[src/rtl/mem_port_ctrl_if.sv]
// mem_port_ctrl_if: LSQ request/response and byte-memory signals for mem_port_ctrl.
// resp_err exists only when MEM_PORT_CTRL_ERR_EN is defined.
interface mem_port_ctrl_if #(parameter int ADDR_WIDTH = 20) ();
  logic                  req_valid;
  logic                  req_ready;
  logic                  req_wr;
  logic [1:0]            req_size;
  logic                  req_unsigned;
  logic [31:0]           req_addr;
  logic [31:0]           req_wdata;
  logic [5:0]            req_rd;
  logic [5:0]            req_rob;
  logic [11:0]           req_pc;
  logic                  mem_cs;
  logic                  mem_re;
  logic                  mem_wr;
  logic [ADDR_WIDTH-1:0] mem_address;
  logic [7:0]            mem_wdata;
  logic [7:0]            mem_rdata;
  logic                  resp_valid;
  logic [31:0]           resp_data;
  logic [5:0]            resp_rd;
  logic [5:0]            resp_rob;
  logic [11:0]           resp_pc;
  logic                  resp_wr;
`ifdef MEM_PORT_CTRL_ERR_EN
  logic                  resp_err;
  modport slave (
    input  req_valid, req_wr, req_size, req_unsigned, req_addr, req_wdata, req_rd, req_rob, req_pc, mem_rdata,
    output req_ready, mem_cs, mem_re, mem_wr, mem_address, mem_wdata,
    output resp_valid, resp_data, resp_rd, resp_rob, resp_pc, resp_wr, resp_err
  );
  modport master (
    output req_valid, req_wr, req_size, req_unsigned, req_addr, req_wdata, req_rd, req_rob, req_pc, mem_rdata,
    input  req_ready, mem_cs, mem_re, mem_wr, mem_address, mem_wdata,
    input  resp_valid, resp_data, resp_rd, resp_rob, resp_pc, resp_wr, resp_err
  );
`else
  modport slave (
    input  req_valid, req_wr, req_size, req_unsigned, req_addr, req_wdata, req_rd, req_rob, req_pc, mem_rdata,
    output req_ready, mem_cs, mem_re, mem_wr, mem_address, mem_wdata,
    output resp_valid, resp_data, resp_rd, resp_rob, resp_pc, resp_wr
  );
  modport master (
    output req_valid, req_wr, req_size, req_unsigned, req_addr, req_wdata, req_rd, req_rob, req_pc, mem_rdata,
    input  req_ready, mem_cs, mem_re, mem_wr, mem_address, mem_wdata,
    input  resp_valid, resp_data, resp_rd, resp_rob, resp_pc, resp_wr
  );
`endif
endinterface

[src/rtl/mem_port_ctrl.sv]
// mem_port_ctrl: byte-serial load/store port between the LSQ and a single-port 8-bit memory.
// Define MEM_PORT_CTRL_ERR_EN to reject out-of-range addresses with resp_err instead of truncating.
module mem_port_ctrl #(parameter int ADDR_WIDTH = 20) (
  input logic           clk,
  input logic           rst,
  mem_port_ctrl_if.slave bus
);
  typedef enum logic [1:0] {IDLE, ACCESS, WAIT, RESP} state_t;
  state_t                r_state, w_next;
  logic                  r_wr, r_uns, r_cap, r_err;
  logic [1:0]            r_size, r_cnt, r_prev, w_last_idx;
  logic [ADDR_WIDTH-1:0] r_addr;
  logic [31:0]           r_wdata, r_data, w_ext;
  logic [5:0]            r_rd, r_rob;
  logic [11:0]           r_pc;
  logic                  w_acc, w_bad, w_last, w_mem, w_resp;
  assign w_acc = bus.req_valid && r_state == IDLE;
`ifdef MEM_PORT_CTRL_ERR_EN
  assign w_bad = |(bus.req_addr >> ADDR_WIDTH);
`else
  assign w_bad = 1'b0;
`endif
  assign w_last_idx = r_size == 2'b00 ? 2'd0 : r_size == 2'b01 ? 2'd1 : 2'd3;
  assign w_last = r_cnt == w_last_idx;
  always_ff @(posedge clk or negedge rst)
    if (!rst) r_state <= IDLE;
    else r_state <= w_next;
  always_comb begin
    w_next = r_state;
    case (r_state)
      IDLE:    if (bus.req_valid) w_next = w_bad ? RESP : ACCESS;
      ACCESS:  if (w_last) w_next = r_wr ? RESP : WAIT;
      WAIT:    w_next = RESP;
      default: w_next = IDLE;
    endcase
  end
  // Read data lags its strobe by one cycle, so capture uses the previous cycle's byte index.
  always_ff @(posedge clk or negedge rst)
    if (!rst) begin
      r_wr    <= 1'b0;
      r_uns   <= 1'b0;
      r_cap   <= 1'b0;
      r_err   <= 1'b0;
      r_size  <= 2'b00;
      r_cnt   <= 2'b00;
      r_prev  <= 2'b00;
      r_addr  <= '0;
      r_wdata <= '0;
      r_data  <= '0;
      r_rd    <= '0;
      r_rob   <= '0;
      r_pc    <= '0;
    end else begin
      r_cap  <= r_state == ACCESS && !r_wr;
      r_prev <= r_cnt;
      if (r_cap) r_data[{r_prev, 3'b000} +: 8] <= bus.mem_rdata;
      if (w_acc) begin
        r_wr    <= bus.req_wr;
        r_uns   <= bus.req_unsigned;
        r_size  <= bus.req_size;
        r_addr  <= bus.req_addr[ADDR_WIDTH-1:0];
        r_wdata <= bus.req_wdata;
        r_rd    <= bus.req_rd;
        r_rob   <= bus.req_rob;
        r_pc    <= bus.req_pc;
        r_err   <= w_bad;
        r_cnt   <= 2'b00;
        r_data  <= '0;
      end else if (r_state == ACCESS) r_cnt <= r_cnt + 2'd1;
    end
  assign w_ext = r_size == 2'b00 ? {{24{!r_uns && r_data[7]}}, r_data[7:0]} :
                 r_size == 2'b01 ? {{16{!r_uns && r_data[15]}}, r_data[15:0]} : r_data;
  assign w_mem  = r_state == ACCESS;
  assign w_resp = r_state == RESP;
  assign bus.req_ready   = r_state == IDLE;
  assign bus.mem_cs      = w_mem;
  assign bus.mem_re      = w_mem && !r_wr;
  assign bus.mem_wr      = w_mem && r_wr;
  assign bus.mem_address = w_mem ? r_addr + ADDR_WIDTH'(r_cnt) : '0;
  assign bus.mem_wdata   = w_mem && r_wr ? r_wdata[{r_cnt, 3'b000} +: 8] : '0;
  assign bus.resp_valid  = w_resp;
  assign bus.resp_data   = w_resp && !r_wr && !r_err ? w_ext : '0;
  assign bus.resp_rd     = w_resp ? r_rd : '0;
  assign bus.resp_rob    = w_resp ? r_rob : '0;
  assign bus.resp_pc     = w_resp ? r_pc : '0;
  assign bus.resp_wr     = w_resp && r_wr;
`ifdef MEM_PORT_CTRL_ERR_EN
  assign bus.resp_err    = w_resp && r_err;
`endif
endmodule
[src/flat_wrapper.sv]
// flat-port wrapper written by rule: the top's interface ports become plain ports
module mem_port_ctrl_flat 
#(parameter int ADDR_WIDTH = 20)
  (clk, rst, bus_req_valid, bus_req_wr, bus_req_size, bus_req_unsigned, bus_req_addr, bus_req_wdata, bus_req_rd, bus_req_rob, bus_req_pc, bus_mem_rdata, bus_req_ready, bus_mem_cs, bus_mem_re, bus_mem_wr, bus_mem_address, bus_mem_wdata, bus_resp_valid, bus_resp_data, bus_resp_rd, bus_resp_rob, bus_resp_pc, bus_resp_wr);
  mem_port_ctrl_if #(.ADDR_WIDTH(ADDR_WIDTH)) bus_i ();
  input logic clk;
  input logic rst;
  input wire logic [$bits(bus_i.req_valid)-1:0] bus_req_valid;
  input wire logic [$bits(bus_i.req_wr)-1:0] bus_req_wr;
  input wire logic [$bits(bus_i.req_size)-1:0] bus_req_size;
  input wire logic [$bits(bus_i.req_unsigned)-1:0] bus_req_unsigned;
  input wire logic [$bits(bus_i.req_addr)-1:0] bus_req_addr;
  input wire logic [$bits(bus_i.req_wdata)-1:0] bus_req_wdata;
  input wire logic [$bits(bus_i.req_rd)-1:0] bus_req_rd;
  input wire logic [$bits(bus_i.req_rob)-1:0] bus_req_rob;
  input wire logic [$bits(bus_i.req_pc)-1:0] bus_req_pc;
  input wire logic [$bits(bus_i.mem_rdata)-1:0] bus_mem_rdata;
  output wire logic [$bits(bus_i.req_ready)-1:0] bus_req_ready;
  output wire logic [$bits(bus_i.mem_cs)-1:0] bus_mem_cs;
  output wire logic [$bits(bus_i.mem_re)-1:0] bus_mem_re;
  output wire logic [$bits(bus_i.mem_wr)-1:0] bus_mem_wr;
  output wire logic [$bits(bus_i.mem_address)-1:0] bus_mem_address;
  output wire logic [$bits(bus_i.mem_wdata)-1:0] bus_mem_wdata;
  output wire logic [$bits(bus_i.resp_valid)-1:0] bus_resp_valid;
  output wire logic [$bits(bus_i.resp_data)-1:0] bus_resp_data;
  output wire logic [$bits(bus_i.resp_rd)-1:0] bus_resp_rd;
  output wire logic [$bits(bus_i.resp_rob)-1:0] bus_resp_rob;
  output wire logic [$bits(bus_i.resp_pc)-1:0] bus_resp_pc;
  output wire logic [$bits(bus_i.resp_wr)-1:0] bus_resp_wr;
  assign bus_i.req_valid = bus_req_valid;
  assign bus_i.req_wr = bus_req_wr;
  assign bus_i.req_size = bus_req_size;
  assign bus_i.req_unsigned = bus_req_unsigned;
  assign bus_i.req_addr = bus_req_addr;
  assign bus_i.req_wdata = bus_req_wdata;
  assign bus_i.req_rd = bus_req_rd;
  assign bus_i.req_rob = bus_req_rob;
  assign bus_i.req_pc = bus_req_pc;
  assign bus_i.mem_rdata = bus_mem_rdata;
  assign bus_req_ready = bus_i.req_ready;
  assign bus_mem_cs = bus_i.mem_cs;
  assign bus_mem_re = bus_i.mem_re;
  assign bus_mem_wr = bus_i.mem_wr;
  assign bus_mem_address = bus_i.mem_address;
  assign bus_mem_wdata = bus_i.mem_wdata;
  assign bus_resp_valid = bus_i.resp_valid;
  assign bus_resp_data = bus_i.resp_data;
  assign bus_resp_rd = bus_i.resp_rd;
  assign bus_resp_rob = bus_i.resp_rob;
  assign bus_resp_pc = bus_i.resp_pc;
  assign bus_resp_wr = bus_i.resp_wr;
  mem_port_ctrl #(.ADDR_WIDTH(ADDR_WIDTH)) u_core (.clk(clk), .rst(rst), .bus(bus_i));
endmodule
[config.mk]
export PLATFORM = sky130hd
export DESIGN_NAME = mem_port_ctrl_flat
export DESIGN_NICKNAME = d
export VERILOG_FILES = /design/src/rtl/mem_port_ctrl_if.sv /design/src/rtl/mem_port_ctrl.sv /design/src/flat_wrapper.sv
export SDC_FILE = /design/constraint.sdc
export NUM_CORES = 1
export LEC_CHECK = 0
export CORE_MARGIN = 5
export CORE_UTILIZATION = 46
export DETAILED_ROUTE_END_ITERATION = 7
export PLACE_DENSITY = 0.8
export SETUP_SLACK_MARGIN = 0.5
export SLEW_MARGIN = 20
export SYNTH_ARGS = -nofsm -noshare
export SYNTH_HDL_FRONTEND = slang
export SYNTH_SLANG_ARGS = --single-unit
[constraint.sdc]
create_clock -name clk -period 2.3 [get_ports clk]
set_input_delay 0.23 -clock clk [delete_from_list [all_inputs] [get_ports clk]]
set_output_delay 0.23 -clock clk [all_outputs]
set_load 0.01 [all_outputs]
* Word-level counts from Yosys, hierarchy flattened
Index checks and enable logic that the tools add are counted.
Word-level totals: memories kept 0, latch bits 0, flip-flop bits (word level) 119, bits in writable memories 0, output and inout bits 90, ROM bits 0
Cells by class: add/sub/neg operators 3, divide/modulo/power cells 0, equality and inequality tests 7, bitwise gates (word level) 0, multiplexer cells 19, $lt $le $gt $ge 0, shift operators 3, reductions and logical operators 14, multiply operators 0
Operator list (number):
- 32-bit 2-to-1 mux | 5
- 32-bit bitwise mux | 1
- 8-bit by 7-bit variable shift with 32-bit output, first input constant | 1
- 32-bit by 6-bit indexed part select with 8-bit output | 1
- 8-bit by 7-bit indexed part select with 32-bit output | 1
- 20-bit by 2-bit adder with 20-bit output | 1
- 20-bit 2-to-1 mux | 1
- 12-bit 2-to-1 mux | 1
- 2-bit 2-to-1 mux | 6
- 6-bit 2-to-1 mux | 2
- 8-bit 2-to-1 mux | 1
- 1-bit logical AND | 7
- 5-bit negator with 7-bit output | 1
- 2-bit one-hot mux with 3 select lines | 1
- 2-bit by 1-bit == test with 1-bit output, second input constant | 2
- 2-bit == test, second input constant | 2
- 2-bit zero test | 2
- 2-bit nonzero test | 2
- 2-bit by 1-bit adder with 2-bit output, second input constant | 1
- 2-bit == test | 1
- 1-bit zero test | 2
- 2-bit by 1-bit inequality test with 1-bit output, second input constant | 1
- 2-bit inequality test, second input constant | 1
- 2-bit AND reduction | 1
- 1-bit 2-to-1 mux | 1

* Depth between registers and ports, before layout
depth in word-level cells 6, depth in mapped cells 8

* Worst setup path after synthesis
No wires, ideal clock.
kind register to output, start register u_core.r_state[0], end output port bus_resp_data[21], data required time 2070 ps, arrival time 1869 ps, cell stages (with the launch flop) 7, slack 201 ps, path through dfrtp_1 -> ha_1 -> nor2b_1 -> a21boi_2 -> nand2_4 -> clkbuf_8 -> a21oi_1
Between the ends: cells in the longest elaborated chain, start to end 3
Ends and longest elaborated chain:
- from (decl) | line mem_port_ctrl.sv:9 | state_t r_state, w_next;
- from (signal assigned) | line mem_port_ctrl.sv:27 | else r_state <= w_next;
- 2-bit == test | line mem_port_ctrl.sv:74 | assign w_resp = r_state == RESP;
- via bus_resp_valid | line flat_wrapper.sv:24 | output wire logic [$bits(bus_i.resp_valid)-1:0] bus_resp_valid;
- 1-bit logical AND | line mem_port_ctrl.sv:82 | assign bus.resp_data = w_resp && !r_wr && !r_err ? w_ext : '0;
- 32-bit 2-to-1 mux | line mem_port_ctrl.sv:82
- to (decl) | line flat_wrapper.sv:25 | output wire logic [$bits(bus_i.resp_data)-1:0] bus_resp_data;
The timed path passes the listed nets, and every way through them passes these cells.

* Worst setup path after layout
start register u_core.r_addr[1], end output port bus_mem_address[8]
Between the ends: cells in the longest elaborated chain, start to end 2
Ends and longest elaborated chain:
- from (decl) | line mem_port_ctrl.sv:12 | logic [ADDR_WIDTH-1:0] r_addr;
- from (signal assigned) | line mem_port_ctrl.sv:61 | r_addr <= bus.req_addr[ADDR_WIDTH-1:0];
- 20-bit by 2-bit adder with 20-bit output | line mem_port_ctrl.sv:79 | assign bus.mem_address = w_mem ? r_addr + ADDR_WIDTH'(r_cnt) : '0;
- 20-bit 2-to-1 mux | line mem_port_ctrl.sv:79
- to (decl) | line flat_wrapper.sv:22 | output wire logic [$bits(bus_i.mem_address)-1:0] bus_mem_address;
No other way between the ends.

==> flow_results.xml <==
<?xml version="1.0" encoding="UTF-8"?>
<metrics>
  <group name="die">
    <metric name="floorplan.io_pins" unit="">193</metric>
    <metric name="rows" unit="">41</metric>
    <metric name="die_area" unit="mm^2">0.01490</metric>
    <metric name="initial_utilization" unit="%">46.34</metric>
    <metric name="die_w" unit="um">122.1</metric>
    <metric name="fp.dieH" unit="um">122.1</metric>
    <metric name="core_area" unit="mm^2">0.01247</metric>
  </group>
  <group name="synthesis">
    <metric name="syn_area_per_cell" unit="um^2">9.055</metric>
    <metric name="yosys-top-cells-area" unit="">sky130_fd_sc_hd__dfrtp_1, sky130_fd_sc_hd__nand2_1, sky130_fd_sc_hd__and2_1, sky130_fd_sc_hd__a22o_1, sky130_fd_sc_hd__mux4_2</metric>
    <metric name="synth-seq-cells" unit="">119</metric>
    <metric name="share_of_the_synthesized_area_in_the_top_cell_type" unit="%">51.55</metric>
    <metric name="count_of_flip_flops_with_a_built_in_enable_after_synthesis" unit="">0</metric>
    <metric name="synthesis.nets" unit="">752</metric>
    <metric name="asyncSetResetFlopFracSynth" unit="%">100.0</metric>
    <metric name="synth_top_area_cell" unit="">sky130_fd_sc_hd__dfrtp_1</metric>
    <metric name="synth.top_cells.by_count" unit="">sky130_fd_sc_hd__nand2_1, sky130_fd_sc_hd__dfrtp_1, sky130_fd_sc_hd__and2_1</metric>
    <metric name="netlist_area_before_placement" unit="mm^2">0.005777</metric>
    <metric name="yosys.cell_types.count" unit="">42</metric>
    <metric name="synth_cells" unit="">638</metric>
    <metric name="synth_most_common_cell" unit="">sky130_fd_sc_hd__nand2_1</metric>
    <metric name="ys_seq_area_share" unit="%">51.55</metric>
    <metric name="synth-main-ff-cell" unit="">sky130_fd_sc_hd__dfrtp_1</metric>
    <metric name="ys_warn_count" unit="">0</metric>
  </group>
  <group name="sta">
    <metric name="hold_viol" unit="">0</metric>
    <metric name="timing.final.crit_period" unit="ps">2540</metric>
    <metric name="final_clock_period_utilization_by_the_worst_path" unit="%">110.5</metric>
    <metric name="totalNegativeSetupSlack" unit="ps">-3130</metric>
    <metric name="report.final.slew_viol_count" unit="">0</metric>
    <metric name="finalSetupViolCount" unit="">33</metric>
    <metric name="rsz0062_at_grt" unit="">yes</metric>
    <metric name="slew-limit-headroom" unit="%">64.09</metric>
    <metric name="worst_slack" unit="ps">-240.4</metric>
    <metric name="fmaxAchievable" unit="MHz">393.6</metric>
    <metric name="final.hold.worst_slack" unit="ps">333.3</metric>
    <metric name="timing_worst_slew_pin_value" unit="ps">538.6</metric>
    <metric name="fin_worst_skew" unit="ps">6.813</metric>
  </group>
  <group name="outcome">
    <metric name="result_of_the_run" unit="">finished, violations left</metric>
    <metric name="failed_checks" unit="">negative setup slack</metric>
  </group>
  <group name="cts">
    <metric name="tritoncts" unit="">yes</metric>
    <metric name="cts-buffers-inserted" unit="">17</metric>
    <metric name="h-tree-depth" unit="">4</metric>
    <metric name="clk_pin_slew_worst_paths" unit="ps">60</metric>
    <metric name="cts_num_sinks" unit="">119</metric>
    <metric name="clock_path_buffers" unit="">2</metric>
    <metric name="clk-insertion-delay-late" unit="ps">420</metric>
    <metric name="clock_root_buffer" unit="">sky130_fd_sc_hd__clkbuf_16</metric>
  </group>
  <group name="worst_setup_path">
    <metric name="crit_path_end_kind" unit="">primary output</metric>
    <metric name="worstSetupStartpointType" unit="">flip-flop</metric>
    <metric name="cp.arrival" unit="ps">2310</metric>
    <metric name="cp.required" unit="ps">2070</metric>
    <metric name="timing_worst_setup_path_type" unit="">flip-flop to primary output</metric>
    <metric name="critical_path_peak_fanout" unit="">3</metric>
  </group>
  <group name="drt">
    <metric name="wl_per_cell" unit="um">19.27</metric>
    <metric name="detail_route.drc_violations" unit="">0</metric>
    <metric name="detailedRoute.firstIterationViolations" unit="">419</metric>
    <metric name="route.final.wire_length" unit="um">20970</metric>
    <metric name="vias" unit="">5908</metric>
    <metric name="firstDrtPassIters" unit="">5</metric>
    <metric name="postRouteAntennaNets" unit="">0</metric>
    <metric name="vias_per_cell" unit="">5.430</metric>
  </group>
  <group name="placement">
    <metric name="port-buffer-count" unit="">180</metric>
    <metric name="finalWeightedCongestion" unit="">0.8679</metric>
    <metric name="placement.cell_area" unit="mm^2">0.008048</metric>
    <metric name="dpl.hpwl" unit="um">11940</metric>
  </group>
  <group name="power_and_ir_drop">
    <metric name="leakage" unit="nW">4.678</metric>
    <metric name="power_density" unit="mW/mm^2">1269</metric>
    <metric name="vdd_drop_max" unit="uV">641.1</metric>
  </group>
  <group name="layout">
    <metric name="num-nets-final" unit="">1016</metric>
    <metric name="fin_area" unit="mm^2">0.009666</metric>
    <metric name="final_layout_size_suffix_gt1_share" unit="%">35.74</metric>
    <metric name="nFillCells" unit="">781</metric>
    <metric name="area_growth_from_synthesis_to_layout" unit="%">67.32</metric>
  </group>
  <group name="grt">
    <metric name="grt_remaining_overflow" unit="">0</metric>
    <metric name="grt_first_pass_wirelength" unit="um">29440</metric>
    <metric name="number_of_antenna_violations_at_the_first_check_in_global_routing" unit="">1</metric>
    <metric name="grt_pass1_vias" unit="">5792</metric>
    <metric name="groute.usage.overall" unit="%">25.26</metric>
    <metric name="grt_max_degree" unit="">79</metric>
  </group>
  <group name="min_path">
    <metric name="hold_class" unit="">primary input to async pin</metric>
  </group>
  <group name="run">
    <metric name="drv.max_cap_violation_count" unit="">0</metric>
  </group>
</metrics>
## placed cells by master (no fill, tap or decap), types with 5 or more instances in the layout
cell                                n
sky130_fd_sc_hd__nand2_1          245
sky130_fd_sc_hd__dfrtp_1          118
sky130_fd_sc_hd__clkdlybuf4s50_1   96
sky130_fd_sc_hd__buf_6             79
sky130_fd_sc_hd__buf_2             42
sky130_fd_sc_hd__buf_4             41
sky130_fd_sc_hd__and2_4            38
sky130_fd_sc_hd__a22o_1            31
sky130_fd_sc_hd__inv_1             22
sky130_fd_sc_hd__a21oi_2           21
sky130_fd_sc_hd__clkbuf_16         21
sky130_fd_sc_hd__nor2_1            13
sky130_fd_sc_hd__and2_1             9
sky130_fd_sc_hd__mux4_2             8
sky130_fd_sc_hd__o21a_1             8
sky130_fd_sc_hd__xor2_1             7
sky130_fd_sc_hd__nand2b_1           6
sky130_fd_sc_hd__clkinvlp_4         6
sky130_fd_sc_hd__nand4_1            5
sky130_fd_sc_hd__ha_1               5
sky130_fd_sc_hd__buf_12             5
## metrics by stage
step | std cells | setup WS, ps | total power [mW] | util, %
2_1_floorplan | 638 | 393.1 | 5.932 | -
3_3_place_gp | 994 | -54.71 | 7.657 | 64.56
3_5_place_dp | 994 | -91.27 | 7.886 | 64.56
4_1_cts | 1059 | -137.2 | 11.14 | 72.14
5_1_grt | 1088 | -314.3 | 12.91 | 77.54
6_report | 1088 | -240.4 | 12.26 | 77.54
## report_power, final
part / total [mW] / internal, mW / switching, mW / leakage, nW
combinational: 5.95 / 3.02 / 2.93 / 2.88
sequential: 3.69 / 2.96 / 0.730 / 1.53
clock: 2.62 / 1.65 / 0.973 / 0.271
## final cells by class
type	instances	area, um^2	area share (%)
Tap cell	172	215.2	2.227
Multi-Input combinational cell	466	3117	32.25
Inverter	24	96.34	0.9968
Antenna cell	1	2.502	0.02589
Timing Repair Buffer	274	2670	27.62
Clock inverter	11	125.1	1.294
Sequential cell	119	2979	30.82
Clock buffer	21	460.4	4.764
## sequential cells by signal (all words and copies together) (netlist names), 2 cells and up
name and cells:
u_core.r_rd 6, u_core.r_size 2, u_core.r_prev 2, u_core.r_wdata 32, u_core.r_state 2, u_core.r_cnt 2, u_core.r_addr 20, u_core.r_data 32
u_core.r_rob 6, u_core.r_pc 12
## cell families (layout without fill, tap and decap cells)
logic type | after synthesis | after routing | synth area share [%]
xor gates and xnor gates | 11 | 11 | 1.668
AOI/OAI and AO/OA | 76 | 76 | 9.487
other | 0 | 1 | 0
DFF | 119 | 119 | 51.55
buffers and inverters | 56 | 330 | 3.920
adders and majority gates | 11 | 11 | 2.512
muxes | 14 | 14 | 4.202
and+or+nand+nor | 351 | 354 | 26.66
## layer usage
| metal | track usage (%) | part of all wire, % |
|---|---|---|
| met1 | 29.78 | 37 |
| met2 | 41.92 | 50 |
| met3 | 6.546 | 7.8 |
| met4 | 14.35 | 5.1 |
| met5 | 0 | 0 |
## path summary, 6_finish.rpt
kind / startpoint / to / slack [ps] / depth (start not counted)
setup / recovery: u_core.r_addr[1] / bus_mem_address[8] / -240 / 9
hold / removal: rst / u_core.r_pc[4] / 330 / 2
setup reg to reg: u_core.r_state[0] / u_core.r_data[23] / 440 / 9
hold reg to reg: u_core.r_wdata[8] / u_core.r_wdata[8] / 480 / 2
max in group asynchronous: rst / u_core.r_data[30] / 1210 / 3
min in group clk: bus_req_rob[4] / u_core.r_rob[4] / 340 / 3
## repair_timing
action	CTS	global route
resized for setup	435	98
pin swaps	16	40
setup endpoints to repair	200	183
hold buffers	1	0
hold endpoints to repair	39	0
buffers inserted	30	21
cloned	2	7
## worst max-delay path, cell delays in order (launching register included)
cell	delay (ps)
sky130_fd_sc_hd__dfrtp_1	440
sky130_fd_sc_hd__buf_6	150
sky130_fd_sc_hd__fa_2	390
sky130_fd_sc_hd__buf_4	140
sky130_fd_sc_hd__buf_6	120
sky130_fd_sc_hd__buf_6	110
sky130_fd_sc_hd__nand4_1	90
sky130_fd_sc_hd__xor2_1	200
sky130_fd_sc_hd__nor2_1	90
sky130_fd_sc_hd__buf_2	150
Note: power is estimated with default switching activity, not from simulation.
